<file path="config.mk">
export PLATFORM = sky130hd
export DESIGN_NAME = eight_bit_serial_subtractor_with_enable
export DESIGN_NICKNAME = d
export VERILOG_FILES = /design/src/rtl/arith_pkg.sv /design/src/rtl/full_subtractor.sv /design/src/rtl/eight_bit_serial_subtractor_with_enable.sv
export SDC_FILE = /design/constraint.sdc
export NUM_CORES = 1
export LEC_CHECK = 0
export ABC_CLOCK_PERIOD_IN_PS = 2100
export CELL_PAD_IN_SITES_DETAIL_PLACEMENT = 1
export CELL_PAD_IN_SITES_GLOBAL_PLACEMENT = 1
export CORE_UTILIZATION = 50
export CTS_CLUSTER_DIAMETER = 100
export DETAILED_ROUTE_END_ITERATION = 10
export DONT_BUFFER_PORTS = 1
export PLACE_DENSITY_LB_ADDON = 0.1
export SLEW_MARGIN = 15
export SYNTH_ARGS = -nofsm -noshare
export SYNTH_HDL_FRONTEND = slang
export SYNTH_HIERARCHICAL = 1
export SYNTH_SLANG_ARGS = --single-unit
export TNS_END_PERCENT = 50
</file>
<file path="constraint.sdc">
create_clock -name clk -period 2.1 [get_ports clk]
set_input_delay 0.315 -clock clk [delete_from_list [all_inputs] [get_ports clk]]
set_output_delay 0.315 -clock clk [all_outputs]
set_load 0.05 [all_outputs]
</file>
<file path="src/rtl/arith_pkg.sv">
// rtl/arith_pkg.sv - shared arithmetic datapath constants and types
package arith_pkg;

    localparam int WIDTH_8  = 8;
    localparam int BITCNT_W = 3;

    typedef enum logic [1:0] {
        IDLE  = 2'd0,
        SHIFT = 2'd1,
        DONE  = 2'd2
    } state_t;

endpackage

</file>
<file path="src/rtl/full_subtractor.sv">
// rtl/full_subtractor.sv - one-bit combinational full subtractor
module full_subtractor (
    input  logic a,
    input  logic b,
    input  logic bin,
    output logic d,
    output logic bout
);

    assign d    = a ^ b ^ bin;
    assign bout = (~a & b) | (~(a ^ b) & bin);

endmodule

</file>
<file path="src/rtl/eight_bit_serial_subtractor_with_enable.sv">
// rtl/eight_bit_serial_subtractor_with_enable.sv - bit-serial a - b - bin0, LSB first
module eight_bit_serial_subtractor_with_enable
    import arith_pkg::*;
#(
    parameter int WIDTH = WIDTH_8
) (
    input  logic             clk,
    input  logic             reset,
    input  logic             start,
    input  logic             enable,
    input  logic [WIDTH-1:0] a,
    input  logic [WIDTH-1:0] b,
    input  logic             bin0,
    output logic [WIDTH-1:0] diff,
    output logic             bout8,
    output logic             busy,
    output logic             done
);

    localparam logic [BITCNT_W-1:0] LAST_BIT = BITCNT_W'(WIDTH - 1);

    state_t              state;
    state_t              state_nx;
    logic [WIDTH-1:0]    sha;
    logic [WIDTH-1:0]    shb;
    logic [WIDTH-1:0]    res;
    logic [WIDTH-1:0]    res_nx;
    logic                borrow;
    logic [BITCNT_W-1:0] bitcnt;
    logic                cell_d;
    logic                cell_bout;

    full_subtractor u_fs (
        .a    (sha[0]),
        .b    (shb[0]),
        .bin  (borrow),
        .d    (cell_d),
        .bout (cell_bout)
    );

    // Difference bits enter at the MSB so the result is aligned after WIDTH shifts.
    assign res_nx = {cell_d, res[WIDTH-1:1]};

    always_comb begin
        state_nx = state;
        case (state)
            IDLE:    if (start) state_nx = SHIFT;
            SHIFT:   if (enable && bitcnt == LAST_BIT) state_nx = DONE;
            DONE:    state_nx = IDLE;
            default: state_nx = IDLE;
        endcase
    end

    always_ff @(posedge clk) begin
        if (reset) begin
            state  <= IDLE;
            sha    <= '0;
            shb    <= '0;
            res    <= '0;
            borrow <= 1'b0;
            bitcnt <= '0;
            diff   <= '0;
            bout8  <= 1'b0;
        end else begin
            state <= state_nx;
            case (state)
                IDLE: begin
                    if (start) begin
                        sha    <= a;
                        shb    <= b;
                        res    <= '0;
                        borrow <= bin0;
                        bitcnt <= '0;
                    end
                end
                SHIFT: begin
                    if (enable) begin
                        sha    <= sha >> 1;
                        shb    <= shb >> 1;
                        res    <= res_nx;
                        borrow <= cell_bout;
                        bitcnt <= bitcnt + 1'b1;
                        if (bitcnt == LAST_BIT) begin
                            diff  <= res_nx;
                            bout8 <= cell_bout;
                        end
                    end
                end
                default: ;
            endcase
        end
    end

    assign busy = (state == SHIFT);
    assign done = (state == DONE);

endmodule

</file>
==> summary.txt, run 1 <==
clk root buf - clkbuf_4
Warnings, synthesis - 6
worst IR drop on VDD - 0.000478 V
post-synthesis sequential area ratio - 45.7%
clock sink count - 38
ant diodes - 0
# rows - 20
fin. max-slew vios - 0
top cells by area, synth - dfxtp_1 46%, a21oi_1 8.4%, o221a_1 7.4%
Worst-Skew Late Latency - 360 ps
RSZ-0062 raised after global routing - false
DRT antenna net count - 0
Die Area - 3560 um2
Synth Flop Type - dfxtp_1
width of the die - 59.7 um
CTS tree - yes
wire length per cell - 16.1 um
boundary pin count - 32
post-synth cell types - 25
Final #Nets - 203
number of post-CTS setup repair buffers - 0
Port Buffers - 0
Resized cells post-CTS - 0
Post-DP Area - 1660 um2
Initial DRC Count - 34
H-tree lvl count - 2
min Tclk post-route - 1790 ps
Final Setup Violations - 0
core box area - 3100 um2
synthesized area per cell - 9.46 um2
Yosys top cell area share - 45.7%
fillers - 371
clk slew on worst S/H paths - 120 ps
Cell Area, Synth - 1660 um2
synth cell count leaders - 38 x dfxtp_1, 30 x nand2_1, 28 x a21oi_1
fmax - 0.560 GHz
Final Skew - 12.1 ps
Initial Utilization - 53.6%
Fin. Hold Viols - 0
clk buf depth - 2
hold crit path type - primary input to flip-flop
setup TNS - 0 ps
final instance area - 1820 um2
crit path kind - flip-flop to primary output
Reg area - 761 um2
Maximum Capacitance Violations - 0
R2R setup slack - 520 ps
hold buffer count at cts - 4
vias in the first global route - 1218
largest net degree at the start of global routing - 36
drt via density - 5.61
arrival time worst endpoint - 1470 ps
pwr/cell area - 870 nW/um2
first-pass GRT wire length - 5670 um
gp weighted congestion - 0.762
routed vias - 1257
Startpoint Class - flip-flop
largest area contributor in the synthesized netlist - dfxtp_1
Rel. slew slack - 54.7%
Synth Instances - 176
dpl hpwl - 2270 um
fin crit share - 85.0%
fin cells - 224
top-count cell post-synth - dfxtp_1
leakage power - 0.725 nW
Num CTS Buffers - 5
gr usage total - 21.9%
# DRC - 0
Worst Setup End Kind - primary output
number of synthesized flops with an enable pin - 0
Critical Path RT - 1780 ps
Setup WS post-layout - 314 ps
Die Span Y - 59.7 um
P&R area growth vs syn - 9.25%
Synth async-reset ratio - 0%
number of synthesized register bits - 38
Worst Max-Slew Pin Slew - 678 ps
CP Max Fanout - 11
routed wire length - 3600 um
placed instance count - 211
Synth Net Count - 200
initial antenna violation count - 0
share of cells above drive strength 1 - 10.6%
run status - completed
grt ovf - 0
Multi-input gate area - 758 um2
DRT Pass-1 Iters - 4
worst slack, placed - 545 ps
-- cells in the final DEF (no fill, tap or decap) --
cell and instances:
a21oi_1 28, and4b_1 1, buf_4 2, bufinv_16 2
clkbuf_4 5, clkbuf_8 1, dfxtp_1 38, dlygate4sd3_1 5
fa_1 1, ha_1 2, inv_1 18, mux2i_1 9
mux2i_4 1, nand2_1 30, nand2b_1 9, nand3b_2 1
nand4b_1 1, nor2_1 2, nor2_8 1, nor2b_1 2
nor3b_2 1, nor3b_4 1, o21ai_0 3, o221a_1 11
o221a_2 4, or2_1 1
-- state kept, by name, indices dropped and copies added, names as in the netlist --
register,cells
borrow,1
diff,8
shb,8
bitcnt,3
bout8,1
state,2
res,7
sha,8
-- path summary, 6_finish.rpt --
| check | depth (start not counted) | from | end |
|---|---|---|---|
| setup reg to reg | 3 | state[0] | res[3] |
| setup / recovery | 2 | state[1] | done |
| hold / removal | 1 | reset | state[1] |
| hold reg to reg | 2 | res[1] | diff[0] |
-- critical path, stage by stage (launching register included) --
cell and delay [ps]:
dfxtp_1 690, nor2b_1 210, buf_4 210
-- power by group --
part           leakage (nW)  total (mW)  switching (mW)  internal (mW)
clock network        0.0585       0.658           0.255          0.403
registers             0.311       0.781          0.0252          0.755
logic                 0.356       0.143          0.0740         0.0692
-- layout make-up --
| cell class | instances | share of cell area (%) |
|---|---|---|
| Clock buffer | 6 | 2.82 |
| Clock inverter | 2 | 3.30 |
| Inverter | 18 | 3.72 |
| Multi-Input combinational cell | 109 | 41.7 |
| Sequential cell | 38 | 41.8 |
| Tap cell | 44 | 3.03 |
| Timing Repair Buffer | 7 | 3.58 |
-- through the flow --
stage	total power [mW]	utilization (%)	hold WS, ps
floorplan	0.920	-	432
global placement	0.922	53.4	387
detailed placement	0.930	53.4	392
CTS	1.59	58.3	0.433
global route	1.64	58.6	2.28
finish	1.58	58.6	14.4
-- per-layer routing --
metal / global-route usage (%) / routed length, um / vias to the layer above
met5: 0 / 0 / -
met4: 9.30 / 57 / 0
met3: 9.74 / 226 / 7
met2: 34.0 / 1690 / 32
met1: 26.4 / 1630 / 611
li1: - / - / 607
-- kinds of logic (layout without fill, tap and decap cells) --
kind of cell	Yosys count	in the layout	synth area share [%]
multiplexers	10	10	6.77
flip-flops	38	38	45.7
adder cells (fa/ha/maj)	3	3	2.71
AO/OA/AOI/OAI	46	46	19.5
buffers and inverters	29	33	8.72
AND/OR/NAND/NOR	50	50	16.6
(Power assumes the default switching activity.)
==> run 2: changes to the inputs <==
--- a/config.mk
+++ b/config.mk
@@ -8,6 +8,7 @@
 export ABC_CLOCK_PERIOD_IN_PS = 2100
 export CELL_PAD_IN_SITES_DETAIL_PLACEMENT = 1
 export CELL_PAD_IN_SITES_GLOBAL_PLACEMENT = 1
+export CORE_ASPECT_RATIO = 1.25
 export CORE_UTILIZATION = 50
 export CTS_CLUSTER_DIAMETER = 100
 export DETAILED_ROUTE_END_ITERATION = 10
==> constraint.sdc (replaced) <==
create_clock -name clk -period 2.1 [get_ports clk]
set_input_delay 0.42 -clock clk [delete_from_list [all_inputs] [get_ports clk]]
set_output_delay 0.42 -clock clk [all_outputs]
set_load 0.05 [all_outputs]
==> summary.txt, run 2 (synthesized netlist as in run 1, its figures left out) <==
Die Area - 3560 um2 (about the same)
Post-DP Area - 1650 um2 (was 1660 um2)
Top Registers - diff x8, sha x8, shb x8 (unchanged)
pwr/cell area - 818 nW/um2 (was 870 nW/um2)
commonest non-fill, non-tap cell in the layout - dfxtp_1 (unchanged)
largest net degree at the start of global routing - 40 (was 36)
Maximum Capacitance Violations - 0 (unchanged)
RSZ-0062 raised after global routing - false (unchanged)
NetSw - 0.340 mW (was 0.354 mW)
fin crit share - 85.3% (was 85.0%)
DRT antenna net count - 0 (unchanged)
clk root buf - clkbuf_8 (was clkbuf_4)
share of cells above drive strength 1 - 10.3% (was 10.6%)
H-tree lvl count - 2 (unchanged)
R2R setup slack - 510 ps (was 520 ps)
Worst R2R Path Depth - 3 (unchanged)
sw frac - 23.9% (was 22.4%)
Worst Setup End Kind - primary output (unchanged)
worst IR drop on VDD - 0.000464 V (was 0.000478 V)
clock power share - 35.7% (was 41.6%)
min Tclk post-route - 1790 ps (about the same)
Num CTS Buffers - 5 (unchanged)
first-pass GRT wire length - 5400 um (was 5670 um)
fillers - 387 (was 371)
hold crit path type - primary input to flip-flop (unchanged)
Port Buffers - 0 (unchanged)
DRT Pass-1 Iters - 3 (was 4)
arrival time worst endpoint - 1370 ps (was 1470 ps)
setup TNS - 0 ps (unchanged)
number of post-CTS setup repair buffers - 0 (unchanged)
Worst-Skew Late Latency - 290 ps (was 360 ps)
hold path depth - 1 (unchanged)
Initial DRC Count - 14 (was 34)
Pwr Total - 1.42 mW (was 1.58 mW)
Fin. Hold Viols - 0 (unchanged)
CP Max Fanout - 11 (unchanged)
width of the die - 53.6 um (was 59.7 um)
hold buffer count at cts - 0 (was 4)
drt via density - 5.60 (was 5.61)
commonest non-fill, non-tap cells in the layout - 38 x dfxtp_1, 30 x nand2_1, 28 x a21oi_1 (unchanged)
ant diodes - 0 (unchanged)
grt ovf - 0 (unchanged)
Final #Nets - 198 (was 203)
Resized cells post-CTS - 0 (unchanged)
boundary pin count - 32 (unchanged)
Worst Max-Slew Pin Slew - 696 ps (was 678 ps)
fin cells - 212 (was 224)
Power Internal - 1.08 mW (was 1.23 mW)
power share of the combinational group - 9.3% (was 9.1%)
run status - completed (unchanged)
Final Skew - 1.95 ps (was 12.1 ps)
crit path kind - flip-flop to primary output (unchanged)
routed wire length - 3380 um (was 3600 um)
gp weighted congestion - 0.736 (was 0.762)
P&R area growth vs syn - 4.51% (was 9.25%)
core box area - 3190 um2 (was 3100 um2)
Reg power frac - 54.9% (was 49.3%)
gr usage total - 21.7% (was 21.9%)
clock sink count - 38 (unchanged)
wire length per cell - 15.9 um (was 16.1 um)
Die Span Y - 66.5 um (was 59.7 um)
Initial Utilization - 52.1% (was 53.6%)
Multi-input gate area - 758 um2 (unchanged)
Final Setup Violations - 0 (unchanged)
fmax - 0.558 GHz (was 0.560 GHz)
# DRC - 0 (unchanged)
leakage power - 0.694 nW (was 0.725 nW)
clk buf depth - 2 (unchanged)
hold endpoint - diff[3] (was state[1])
worst hold start - reset (unchanged)
initial antenna violation count - 0 (unchanged)
FF-to-FF Start - state[1] (was state[0])
Reg area - 761 um2 (unchanged)
# rows - 23 (was 20)
Critical Path RT - 1680 ps (was 1780 ps)
final instance area - 1740 um2 (was 1820 um2)
fin. max-slew vios - 0 (unchanged)
clk slew on worst S/H paths - 70 ps (was 120 ps)
dpl hpwl - 2320 um (was 2270 um)
placed instance count - 204 (was 211)
vias in the first global route - 1170 (was 1218)
Rel. slew slack - 53.6% (was 54.7%)
CTS tree - yes (unchanged)
reg2reg end - shb[1] (was res[3])
Startpoint Class - flip-flop (unchanged)
routed vias - 1187 (was 1257)
-- run 2: changes by cell type in the layout (fill, tap and decap cells not counted), sizes merged --
cell	before	now
bufinv	2	0
clkbuf	6	7
clkinv	0	1
dlygate4sd3	5	0
-- run 2: cell type report --
| class | count | area share, % |
|---|---|---|
| multi-input cells | 109 | 43.6 |
| inverters | 18 | 3.88 |
| flip-flops and latches | 38 | 43.7 |
| repair buffers | 2 | 0.863 |
| clock buffers | 7 | 4.96 |
| clock inverters | 1 | 0.288 |
| well taps | 37 | 2.66 |
-- run 2: how the worst max path moves through the flow --
stage	cells after the start	from	slack, ps	end
after floorplan	2	state[1]	430	done
final	2	state[1]	310	done
after global placement	3	state[1]	610	shb[2]
after detailed placement	3	state[1]	540	shb[1]
after global routing	2	state[1]	260	done
after CTS	2	state[1]	300	done
-- run 2: stage by stage --
step	hold slack, ps	worst slack [ps]	utilization [%]
detailed placement	448	535	51.6
CTS	179	295	54.4
floorplan	432	428	-
global placement	440	613	51.6
global route	171	258	54.4
finish	192	309	54.4
-- run 2: critical path, stage by stage (launching register included) --
cell     delay (ps)
dfxtp_1         660
nor2b_1         210
buf_4           210
-- run 2: routing by layer --
metal	GRT usage [%]	vias up	routed length [um]
li1	-	598	-
met1	23.5	566	1510
met2	37.3	17	1710
met3	7.08	6	96
met4	9.87	0	59
met5	0	-	0
-- run 2: power groups by stage --
stage | clock [mW] | combinational, mW | sequential [mW]
global route | 0.559 | 0.147 | 0.785
floorplan | 0 | 0.135 | 0.785
CTS | 0.524 | 0.135 | 0.781
detailed placement | 0 | 0.134 | 0.798
finish | 0.509 | 0.133 | 0.782
global placement | 0 | 0.128 | 0.795
